==> src/rtl/output_writeback_unit_if.sv <==
// Drain stream from the writeback unit to the activation memory writer.
// The master drives valid/data/addr and the slave returns ready.
interface output_writeback_unit_if #(
  parameter int ACC_LEN  = 32,
  parameter int ADDR_LEN = 3
);
  logic                out_valid;
  logic                out_ready;
  logic [ACC_LEN-1:0]  out_data;
  logic [ADDR_LEN-1:0] out_addr;

  modport master (output out_valid, output out_data, output out_addr, input out_ready);
  modport slave  (input out_valid, input out_data, input out_addr, output out_ready);
endinterface

==> src/rtl/output_writeback_unit.sv <==
// Accumulates processing_unit tiles into a saturating partial-sum buffer, then drains it in raster order.
// Optional macro RELU_EN clamps negative partial sums to zero on the drain path only.
`ifndef OUTPUT_CHANNEL
`define OUTPUT_CHANNEL 2
`endif
`ifndef OUTPUT_HEIGHT
`define OUTPUT_HEIGHT 2
`endif
`ifndef OUTPUT_WIDTH
`define OUTPUT_WIDTH 2
`endif
`ifndef OUT_BIN_LEN
`define OUT_BIN_LEN 16
`endif

module output_writeback_unit #(
  parameter int OC       = `OUTPUT_CHANNEL,
  parameter int OH       = `OUTPUT_HEIGHT,
  parameter int OW       = `OUTPUT_WIDTH,
  parameter int IN_LEN   = `OUT_BIN_LEN,
  parameter int ACC_LEN  = 32,
  parameter int ADDR_LEN = $clog2(OC*OH*OW)
) (
  input  logic                     clock,
  input  logic                     reset,
  input  logic signed [IN_LEN-1:0] tile_vals [OC][OH][OW],
  input  logic                     tile_done,
  input  logic                     tile_last,
  output logic                     tile_ack,
  output logic                     busy,
  output logic                     layer_done,
  output_writeback_unit_if.master  drain
);

  localparam int N = OC*OH*OW;
  localparam logic [ADDR_LEN-1:0] LAST_ADDR = ADDR_LEN'(N-1);
  localparam logic signed [ACC_LEN-1:0] ACC_MAX = {1'b0, {(ACC_LEN-1){1'b1}}};
  localparam logic signed [ACC_LEN-1:0] ACC_MIN = {1'b1, {(ACC_LEN-1){1'b0}}};

  typedef enum logic [1:0] {
    S_IDLE,
    S_ACK,
    S_WAIT_LOW,
    S_DRAIN
  } state_t;

  state_t                     state_reg, state_next;
  logic                       last_reg;
  logic signed [ACC_LEN-1:0]  acc_reg [N];
  logic signed [ACC_LEN-1:0]  acc_sum [N];
  logic [ADDR_LEN-1:0]        out_addr_reg;
  logic [ADDR_LEN-1:0]        addr_next;
  logic signed [ACC_LEN-1:0]  out_data_reg;
  logic                       layer_done_reg;
  logic                       accumulate;
  logic                       handshake;
  logic                       final_beat;
  logic                       start_drain;
  logic                       load_out;

  // One guard bit above ACC_LEN makes overflow visible as a sign-bit disagreement.
  function automatic logic signed [ACC_LEN-1:0] sat_add(
    input logic signed [ACC_LEN-1:0] a,
    input logic signed [IN_LEN-1:0]  b
  );
    logic signed [ACC_LEN:0] s;
    s = {a[ACC_LEN-1], a} + {{(ACC_LEN+1-IN_LEN){b[IN_LEN-1]}}, b};
    if (s[ACC_LEN] != s[ACC_LEN-1])
      return s[ACC_LEN] ? ACC_MIN : ACC_MAX;
    return s[ACC_LEN-1:0];
  endfunction

  function automatic logic signed [ACC_LEN-1:0] drain_view(input logic signed [ACC_LEN-1:0] x);
`ifdef RELU_EN
    return x[ACC_LEN-1] ? '0 : x;
`else
    return x;
`endif
  endfunction

  always_comb begin
    accumulate  = (state_reg == S_IDLE) && tile_done;
    handshake   = (state_reg == S_DRAIN) && drain.out_ready;
    final_beat  = handshake && (out_addr_reg == LAST_ADDR);
    start_drain = (state_reg == S_WAIT_LOW) && !tile_done && last_reg;
    load_out    = start_drain || (handshake && !final_beat);
    addr_next   = start_drain ? '0 : out_addr_reg + 1'b1;
  end

  always_comb begin
    state_next = state_reg;
    case (state_reg)
      S_IDLE:     if (tile_done) state_next = S_ACK;
      S_ACK:      state_next = S_WAIT_LOW;
      S_WAIT_LOW: if (!tile_done) state_next = last_reg ? S_DRAIN : S_IDLE;
      S_DRAIN:    if (final_beat) state_next = S_IDLE;
      default:    state_next = S_IDLE;
    endcase
  end

  always_ff @(posedge clock) begin
    if (reset) begin
      state_reg      <= S_IDLE;
      last_reg       <= 1'b0;
      layer_done_reg <= 1'b0;
    end else begin
      state_reg      <= state_next;
      layer_done_reg <= final_beat;
      if (accumulate) last_reg <= tile_last;
    end
  end

  genvar gi;
  generate
    for (gi = 0; gi < N; gi++) begin : g_sum
      localparam int CH = gi / (OH*OW);
      localparam int R  = (gi / OW) % OH;
      localparam int C  = gi % OW;
      assign acc_sum[gi] = sat_add(acc_reg[gi], tile_vals[CH][R][C]);
    end
  endgenerate

  // Clearing each entry as it drains leaves the buffer zeroed for the next layer.
  always_ff @(posedge clock) begin
    for (int i = 0; i < N; i++) begin
      if (reset)
        acc_reg[i] <= '0;
      else if (accumulate)
        acc_reg[i] <= acc_sum[i];
      else if (handshake && (out_addr_reg == ADDR_LEN'(i)))
        acc_reg[i] <= '0;
    end
  end

  always_ff @(posedge clock) begin
    if (reset) begin
      out_addr_reg <= '0;
      out_data_reg <= '0;
    end else if (load_out) begin
      out_addr_reg <= addr_next;
      out_data_reg <= drain_view(acc_reg[addr_next]);
    end
  end

  assign tile_ack        = (state_reg == S_ACK);
  assign busy            = (state_reg != S_IDLE);
  assign layer_done      = layer_done_reg;
  assign drain.out_valid = (state_reg == S_DRAIN);
  assign drain.out_data  = out_data_reg;
  assign drain.out_addr  = out_addr_reg;

endmodule

==> src/flat_wrapper.sv <==
// flat-port wrapper written by rule: the top's interface ports become plain ports
module output_writeback_unit_flat 
#(
  parameter int OC       = `OUTPUT_CHANNEL,
  parameter int OH       = `OUTPUT_HEIGHT,
  parameter int OW       = `OUTPUT_WIDTH,
  parameter int IN_LEN   = `OUT_BIN_LEN,
  parameter int ACC_LEN  = 32,
  parameter int ADDR_LEN = $clog2(OC*OH*OW)
)
  (clock, reset, tile_vals, tile_done, tile_last, tile_ack, busy, layer_done, drain_out_valid, drain_out_data, drain_out_addr, drain_out_ready);
  output_writeback_unit_if #(.ACC_LEN(ACC_LEN), .ADDR_LEN(ADDR_LEN)) drain_i ();
  input  logic clock;
  input  logic reset;
  input  logic signed [IN_LEN-1:0] tile_vals[OC][OH][OW];
  input  logic tile_done;
  input  logic tile_last;
  output logic tile_ack;
  output logic busy;
  output logic layer_done;
  output wire logic [$bits(drain_i.out_valid)-1:0] drain_out_valid;
  output wire logic [$bits(drain_i.out_data)-1:0] drain_out_data;
  output wire logic [$bits(drain_i.out_addr)-1:0] drain_out_addr;
  input wire logic [$bits(drain_i.out_ready)-1:0] drain_out_ready;
  assign drain_out_valid = drain_i.out_valid;
  assign drain_out_data = drain_i.out_data;
  assign drain_out_addr = drain_i.out_addr;
  assign drain_i.out_ready = drain_out_ready;
  output_writeback_unit #(.OC(OC), .OH(OH), .OW(OW), .IN_LEN(IN_LEN), .ACC_LEN(ACC_LEN), .ADDR_LEN(ADDR_LEN)) u_core (.clock(clock), .reset(reset), .tile_vals(tile_vals), .tile_done(tile_done), .tile_last(tile_last), .tile_ack(tile_ack), .busy(busy), .layer_done(layer_done), .drain(drain_i));
endmodule
==> config.mk <==
export PLATFORM = sky130hd
export DESIGN_NAME = output_writeback_unit_flat
export DESIGN_NICKNAME = d
export VERILOG_FILES = /design/src/rtl/output_writeback_unit_if.sv /design/src/rtl/output_writeback_unit.sv /design/src/flat_wrapper.sv
export SDC_FILE = /design/constraint.sdc
export NUM_CORES = 1
export LEC_CHECK = 0
export CAP_MARGIN = 20
export CELL_PAD_IN_SITES_DETAIL_PLACEMENT = 0
export CELL_PAD_IN_SITES_GLOBAL_PLACEMENT = 2
export CORE_MARGIN = 4
export CORE_UTILIZATION = 40
export CTS_CLUSTER_SIZE = 8
export DETAILED_ROUTE_END_ITERATION = 7
export GPL_TIMING_DRIVEN = 0
export PLACE_DENSITY = 0.95
export SLEW_MARGIN = 15
export SYNTH_ARGS = -nofsm -noshare
export SYNTH_HDL_FRONTEND = slang
export SYNTH_SLANG_ARGS = --single-unit
==> constraint.sdc <==
create_clock -name clock -period 13.3 [get_ports clock]
set_clock_uncertainty 0.15 [all_clocks]
set_input_delay 3.99 -clock clock [delete_from_list [all_inputs] [get_ports clock]]
set_output_delay 3.99 -clock clock [all_outputs]
set_load 0.02 [all_outputs]
[Yosys cells after proc, flatten, opt, wreduce, memory -nomap -nowiden]
Memories as Yosys holds them, arrays and structs flattened. A register that Yosys moved wholly into a read port is not among the register bits.
Cells that the tools add are included.
Storage, ports and cells
  memories kept: 1
  register bits: 7
  logic and storage cells: 162
  RAM bits: 256
  output and inout bits: 39
  ROM bits: 0
  bits of input ports: 133
  latch bits: 0
Memories
  u_core.acc_reg: words 8, width 32, rd ports 9, clocked after Yosys merged registers in 1, write ports 8, RTL line output_writeback_unit.sv:49  | logic signed [ACC_LEN-1:0] acc_reg [N];
Cells by class
  $lt $le $gt $ge: 0
  $add $sub $neg: 9
  mux-type cells: 91
  reductions and logical operators: 20
  multipliers: 0
  bitwise operators: 16
  shifts and indexed selects: 0
  divide/modulo/power cells: 0
  equality and inequality tests: 21
Operator list (number)
  $mux W32: 40
  $add A32 B16 Y33: 8
  $mux W1: 45
  $or A1 B1 Y1: 16
  $logic_and A1 B1 Y1: 13
  $eq A3 B3 Y1 const B: 4
  $mux W2: 4
  $ne A1 B1 Y1: 8
  $pmux W2 S4: 1
  $eq A3 B2 Y1 const B: 2
  $eq A2 B2 Y1 const B: 2
  $ne A2 B2 Y1 const B: 2
  $add A3 B1 Y3 const B: 1
  $eq A3 B1 Y1 const B: 1
  $logic_not A3 Y1: 1
  $mux W3: 1
  $reduce_and A3 Y1: 1
  $eq A2 B1 Y1 const B: 1
  $logic_not A1 Y1: 2
  $logic_not A2 Y1: 1
  $ne A2 B1 Y1 const B: 1
  $reduce_bool A2 Y1: 1
  $logic_or A1 B1 Y1: 1

[Depth between registers and ports, before layout]
Gate-level depths: netlist of the first run.
  depth in word-level cells: 8
  mapped depth: 15

[Least setup slack after synthesis of the first run]
Ideal clock, no wire load.
  path kind: input-to-reg
  start: in tile_vals[24] (netlist name)
  end: mem u_core.acc_reg[6][4], data pin
  data required time: 12985 ps
  arrival: 6819 ps
  cell stages on the path: 12
  slack: 6166 ps
  cell sequence: ha_1 > a211oi_2 > nor2_1 > a2111oi_2 > a211oi_2 > o41ai_2 > o21ai_2 > a311oi_2 > mux2i_1 > nand2_1 > buf_6 > o31ai_2
RTL lines
  start: declaration: RTL line flat_wrapper.sv:15  | input logic signed [IN_LEN-1:0] tile_vals[OC][OH][OW];
  end: declaration: RTL line output_writeback_unit.sv:49

==> out/metrics.yaml, run 1 <==
status: "finished, final reports clean"
rsz0062_at_grt: "false"
peakVddDrop_v: 0.0000782
largest_register_ffs: 256
die_area_mm2: 0.0691
synth_edf_count: 256
synth_flop_cell: "edfxtp_1"
yosys-top-cells-count: "339 x o21ai_0, 313 x a21oi_1, 262 x ha_1"
worstSkewPairLatency_ns: 0.58
route.detailed.drc: 0
layoutNonFillerInstCount: 4005
crit_fanout: 17
diodes: 0
finalSetupViolCount: 0
fin_crit_sh_pct: 61.4
hold_class: "reg -> reg"
ant_nets: 0
seqPwrFrac_pct: 32.4
synth-seq-cells: 295
grt_usage_pct: 24.2
routedWlPerCell_um: 21.9
ys_warn_count: 0
grt_pass1_wl_mm: 133
synth_nets: 3297
via_count: 23900
place.port_buffers: 170
ios: 172
htreeDepth: 2
arrival_ns: 8.30
synth_area_mm2: 0.0260
finalWirelength_mm: 87.8
worstPathRequired_ns: 13.43
core_area_mm2: 0.0643
tns_ns: 0
maxSlewHeadroom_pct: 27.3
synth_area_leaders: "edfxtp_1 30%, ha_1 13%, o21ai_0 6.5%"
share_comb_of_total_power_pct: 41.5
clk_path_buf_depth: 3
cp-start-kind: "input pin"
netlist_instances: 2894
drive_gt1_share_pct: 4.51
vias_per_cell: 5.97
cap_violations: 0
timing.fmax_mhz: 122
die_x_um: 263
dp_cells: 3927
synth_top_area_share_pct: 29.6
cts_root_buffer: "clkbuf_16"
power.density_mw_per_mm2: 136
whs_ns: 0.310
postLayoutCellArea_mm2: 0.0302
synthArstFlopShare_pct: 0
fin_crit_ns: 8.17
cts_setup_buffers: 0
grt.overflow.total: 0
seqCellArea_mm2: 0.00847
dpl.hpwl_mm: 69.5
drt_iter0_markers: 1792
swShare_pct: 38.2
grt_pass1_vias: 22800
multi_input_area_mm2: 0.0167
cts_buffers: 43
fin_nets: 3521
cts_hold_buf: 0
crit_path_end_kind: "flip-flop"
gp_congestion: 0.936
cts_tree: "built"
first_pass_iters: 7
hold_viol: 0
clkSinkCount: 295
p_leak_nw: 12.6
nFillCells: 6163
postPlaceCellArea_mm2: 0.0289
p_int_mw: 2.53
yosysSeqAreaShare_pct: 32.6
crit_type: "in -> reg"
start_util_pct: 40.4
die_h_um: 263
synth_most_common_cell: "o21ai_0"
synth.avg_cell_area_um2: 8.98
cts.clk_slew.worst_paths_ns: 0.05
yosys.area.top_type: "edfxtp_1"
ys_types: 87
drv_slew: 0
clkPwrFrac_pct: 26.1
antenna_found_initial: 1
p_sw_mw: 1.57
grt_max_degree: 33
rows: 93
max_slew.worst_pin.slew_ns: 1.09
cts.repair.resized: 0
area_growth_pct: 16.2
## power groups by stage
| stage | clock, mW | sequential, mW | combinational, mW |
|---|---|---|---|
| 2_1_floorplan | 0 | 1.26 | 1.27 |
| 3_3_place_gp | 0 | 1.34 | 1.64 |
| 3_5_place_dp | 0 | 1.34 | 1.67 |
| 4_1_cts | 1.08 | 1.32 | 1.68 |
| 5_1_grt | 1.12 | 1.34 | 1.89 |
| 6_report | 1.07 | 1.33 | 1.70 |
## through the flow
stage	total power, mW	utilization, %	setup WS [ns]
detailed placement	3.01	45.0	4.64
global placement	2.98	44.7	4.08
floorplan	2.53	-	6.17
finish	4.10	46.9	5.13
CTS	4.09	46.9	5.24
global route	4.35	46.9	4.80
## cell usage in the layout, fill, tap and decap left out, drive strengths merged, types with 110 or more instances in the layout
cell type | Yosys | final
nand2 | 188 | 188
edfxtp | 256 | 256
clkbuf | 107 | 183
a21oi | 313 | 313
o21ai | 373 | 373
nor2 | 131 | 131
clkdlybuf4s50 | 0 | 170
ha | 262 | 262
xor2 | 118 | 118
a21o | 110 | 110
## metal layers
layer | vias to the layer above | wire length, um | track usage (%)
li1 | 11400 | - | -
met1 | 11600 | 41500 | 36.1
met2 | 764 | 38000 | 37.1
met3 | 110 | 6130 | 3.57
met4 | 0 | 2100 | 5.61
met5 | - | 0 | 0
## logic make-up after synthesis
family | count (synthesis) | share of synthesized area, %
AOI/OAI and AO/OA | 1172 | 28.4
and+or+nand+nor | 653 | 12.4
DFF | 295 | 32.6
adders and majority gates | 272 | 13.3
buffers and inverters | 218 | 3.38
xor gates and xnor gates | 215 | 7.24
muxes | 69 | 2.67
## worst max-delay path, cell delays in order
cell	delay [ns]
clkdlybuf4s50_1	0.97
ha_1	0.35
clkbuf_1	0.21
a21oi_1	0.22
o21ai_0	0.15
a21o_1	0.21
a2111oi_0	0.71
o41ai_1	0.18
o22ai_1	0.27
nor2_1	0.13
mux2_2	0.29
nand2_1	0.11
clkbuf_1	0.34
o21ai_0	0.16
## final timing paths
| path | start | to | slack [ns] | cells after the start |
|---|---|---|---|---|
| setup / recovery | tile_vals[79] | u_core.acc_reg[3][27] | 5.13 | 14 |
| hold / removal | u_core.drain.out_data[13] | u_core.drain.out_data[13] | 0.31 | 2 |
| setup reg to reg | u_core.drain.out_addr[0] | u_core.drain.out_data[13] | 8.19 | 12 |
| hold reg to reg | u_core.drain.out_data[13] | u_core.drain.out_data[13] | 0.31 | 2 |
## cell type report
class | instances | area share, %
Clock inverter | 1 | 0.0166
Inverter | 87 | 1.08
Multi-Input combinational cell | 2381 | 55.2
Sequential cell | 295 | 28.0
Timing Repair Buffer | 179 | 6.15
Buffer | 131 | 1.83
Clock buffer | 76 | 4.15
Tap cell | 855 | 3.54
No activity file was read; power rests on OpenSTA's default activity.
==> run 2: changes to the inputs <==
Settings changed: CORE_UTILIZATION 40 to 35, PLACE_DENSITY 0.95 to 0.89.
Clock period 13.3 ns to 7.2 ns, I/O delays scaled along.
==> run 2 against run 1 <==
Effect of this change:
- die area rose by 14%
- non-clock buffer count did not move
- count of clock-buffer cells in the layout rose by 3
- combinational power rose by 85%
- sequential power rose by 83%
- first-iteration DRC count rose by 16%
- sequential share of layout area fell by 0.20 points
- cell area rose by 0.72%
- via count fell by 2.5%
- largest cell class unchanged
==> out/metrics.yaml, run 2 (synthesis results as in run 1) <==
fin_nets: 3522  # +0.028%
maxSlewHeadroom_pct: 23.3  # -4.0 points
power.density_mw_per_mm2: 251  # +85%
final_cell_mix: "339 x o21ai_0, 313 x a21oi_1, 262 x ha_1, 256 x edfxtp_1, 179 x nand2_1"
grt_pass1_wl_mm: 134  # +0.47%
worstSkewPairLatency_ns: 0.58  # about the same
max_slew.worst_pin.slew_ns: 1.14  # +0.0534 ns
layout_commonest_cell: "o21ai_0"
diodes: 0  # unchanged
cts_setup_buffers: 0  # unchanged
ios: 172  # unchanged
start_util_pct: 35.5  # -4.9 points
grt_pass1_vias: 22200  # -2.4%
routedWlPerCell_um: 21.8  # -0.40%
crit_type: "in -> reg"
hold_class: "reg -> reg"
fin_crit_ns: 6.36
p_leak_nw: 12.6  # +0.35%
peakVddDrop_v: 0.000170  # +120%
first_pass_iters: 6  # -1
finalWirelength_mm: 89.8  # +2.3%
finalSetupViolCount: 0  # unchanged
place.port_buffers: 170  # unchanged
largest_register_ffs: 256  # unchanged
cap_violations: 0  # unchanged
fin_util_pct: 41.5  # -5.5 points
crit_path_end_kind: "flip-flop"
final.setup.worst_slack_ns: 0.840  # -4.29 ns
cts_hold_buf: 0  # unchanged
crit_fanout: 10  # -7
arrival_ns: 6.61  # -1.69 ns
cp-start-kind: "input pin"
drv_slew: 0  # unchanged
htreeDepth: 2  # unchanged
die_area_mm2: 0.0787  # +14%
drive_gt1_share_pct: 4.66  # +0.15 points
clk_path_buf_depth: 3  # unchanged
rows: 99  # +6.5%
vias_per_cell: 5.66  # -5.1%
tns_ns: 0  # unchanged
grt_max_degree: 33  # unchanged
die_x_um: 281  # +6.7%
whs_ns: 0.302  # -0.00808 ns
rsz0062_at_grt: "false"
route.detailed.drc: 0  # unchanged
antenna_found_initial: 1  # unchanged
gp_congestion: 0.943  # +0.71%
core_area_mm2: 0.0733  # +14%
cts_tree: "built"
grt.overflow.total: 0  # unchanged
cts.clk_slew.worst_paths_ns: 0.05  # about the same
status: "finished, final reports clean"
cts.repair.resized: 0  # unchanged
cts_buffers: 44  # +2.3%
clkSinkCount: 295  # unchanged
fin_crit_sh_pct: 88.3
worstPathRequired_ns: 7.45  # -5.98 ns
ant_nets: 0  # unchanged
cts_root_buffer: "clkbuf_16"
timing.fmax_mhz: 157
drt_iter0_markers: 2074  # +16%
hold_viol: 0  # unchanged
grt_usage_pct: 22.1  # -2.1 points
via_count: 23300  # -2.5%
area_growth_pct: 17.0
dpl_worst_slack_ns: 0.298  # -4.35 ns
dpl.hpwl_mm: 71.0  # +2.1%
die_h_um: 281  # +6.7%
-- run 2: worst max-delay path, stage by stage --
cell and delay, ns:
clkdlybuf4s50_1 0.61, ha_1 0.29, inv_1 0.08, fa_1 0.41, nor2b_1 0.16, o31ai_1 0.12, a21boi_0 0.42, a221o_1 0.32
a21o_1 0.19, a41oi_1 0.16, nor2b_1 0.19, o31ai_1 0.50, nand2_1 0.42, clkbuf_1 0.39, o21ai_0 0.17
-- run 2: routing by layer --
metal | global-route usage [%] | up-vias | routed length, um
met5 | 0 | - | 11
li1 | - | 11500 | -
met4 | 6.03 | 2 | 2490
met1 | 30.7 | 11100 | 40900
met3 | 5.35 | 105 | 6690
met2 | 34.4 | 606 | 39700
-- run 2: layout make-up --
type,instances,area (um^2)
plain buffers,131,552
clock buffers,79,1320
clock inverters,2,21.3
fillers,7375,42900
inverters,87,327
multi-input cells,2381,16700
flip-flops and latches,295,8470
well taps,959,1200
repair buffers,179,1870
-- run 2: per-stage QoR --
step                power, mW  instance area, um^2  instances
floorplan                4.68                26000       2894
global placement         5.54                28900       4023
detailed placement       5.55                29100       4032
CTS                      7.63                30400       4113
global route             8.13                30400       4113
finish                   7.64                30400       4113
-- run 2: report_power, final --
group	total [mW]	leakage [nW]	switching, mW	internal (mW)
Clock	2.06	0.641	0.836	1.22
Sequential	2.43	3.08	0.226	2.21
Combinational	3.14	8.92	1.84	1.31
-- run 2: final timing paths --
| check | startpoint | to | slack, ns | cells after the start |
|---|---|---|---|---|
| max | tile_vals[112] | u_core.acc_reg[0][23] | 0.84 | 15 |
| min reg2reg | u_core.drain.out_data[17] | u_core.drain.out_data[17] | 0.30 | 2 |
| min | u_core.drain.out_data[17] | u_core.drain.out_data[17] | 0.30 | 2 |
| max reg2reg | u_core.drain.out_addr[0] | u_core.drain.out_data[11] | 1.90 | 12 |
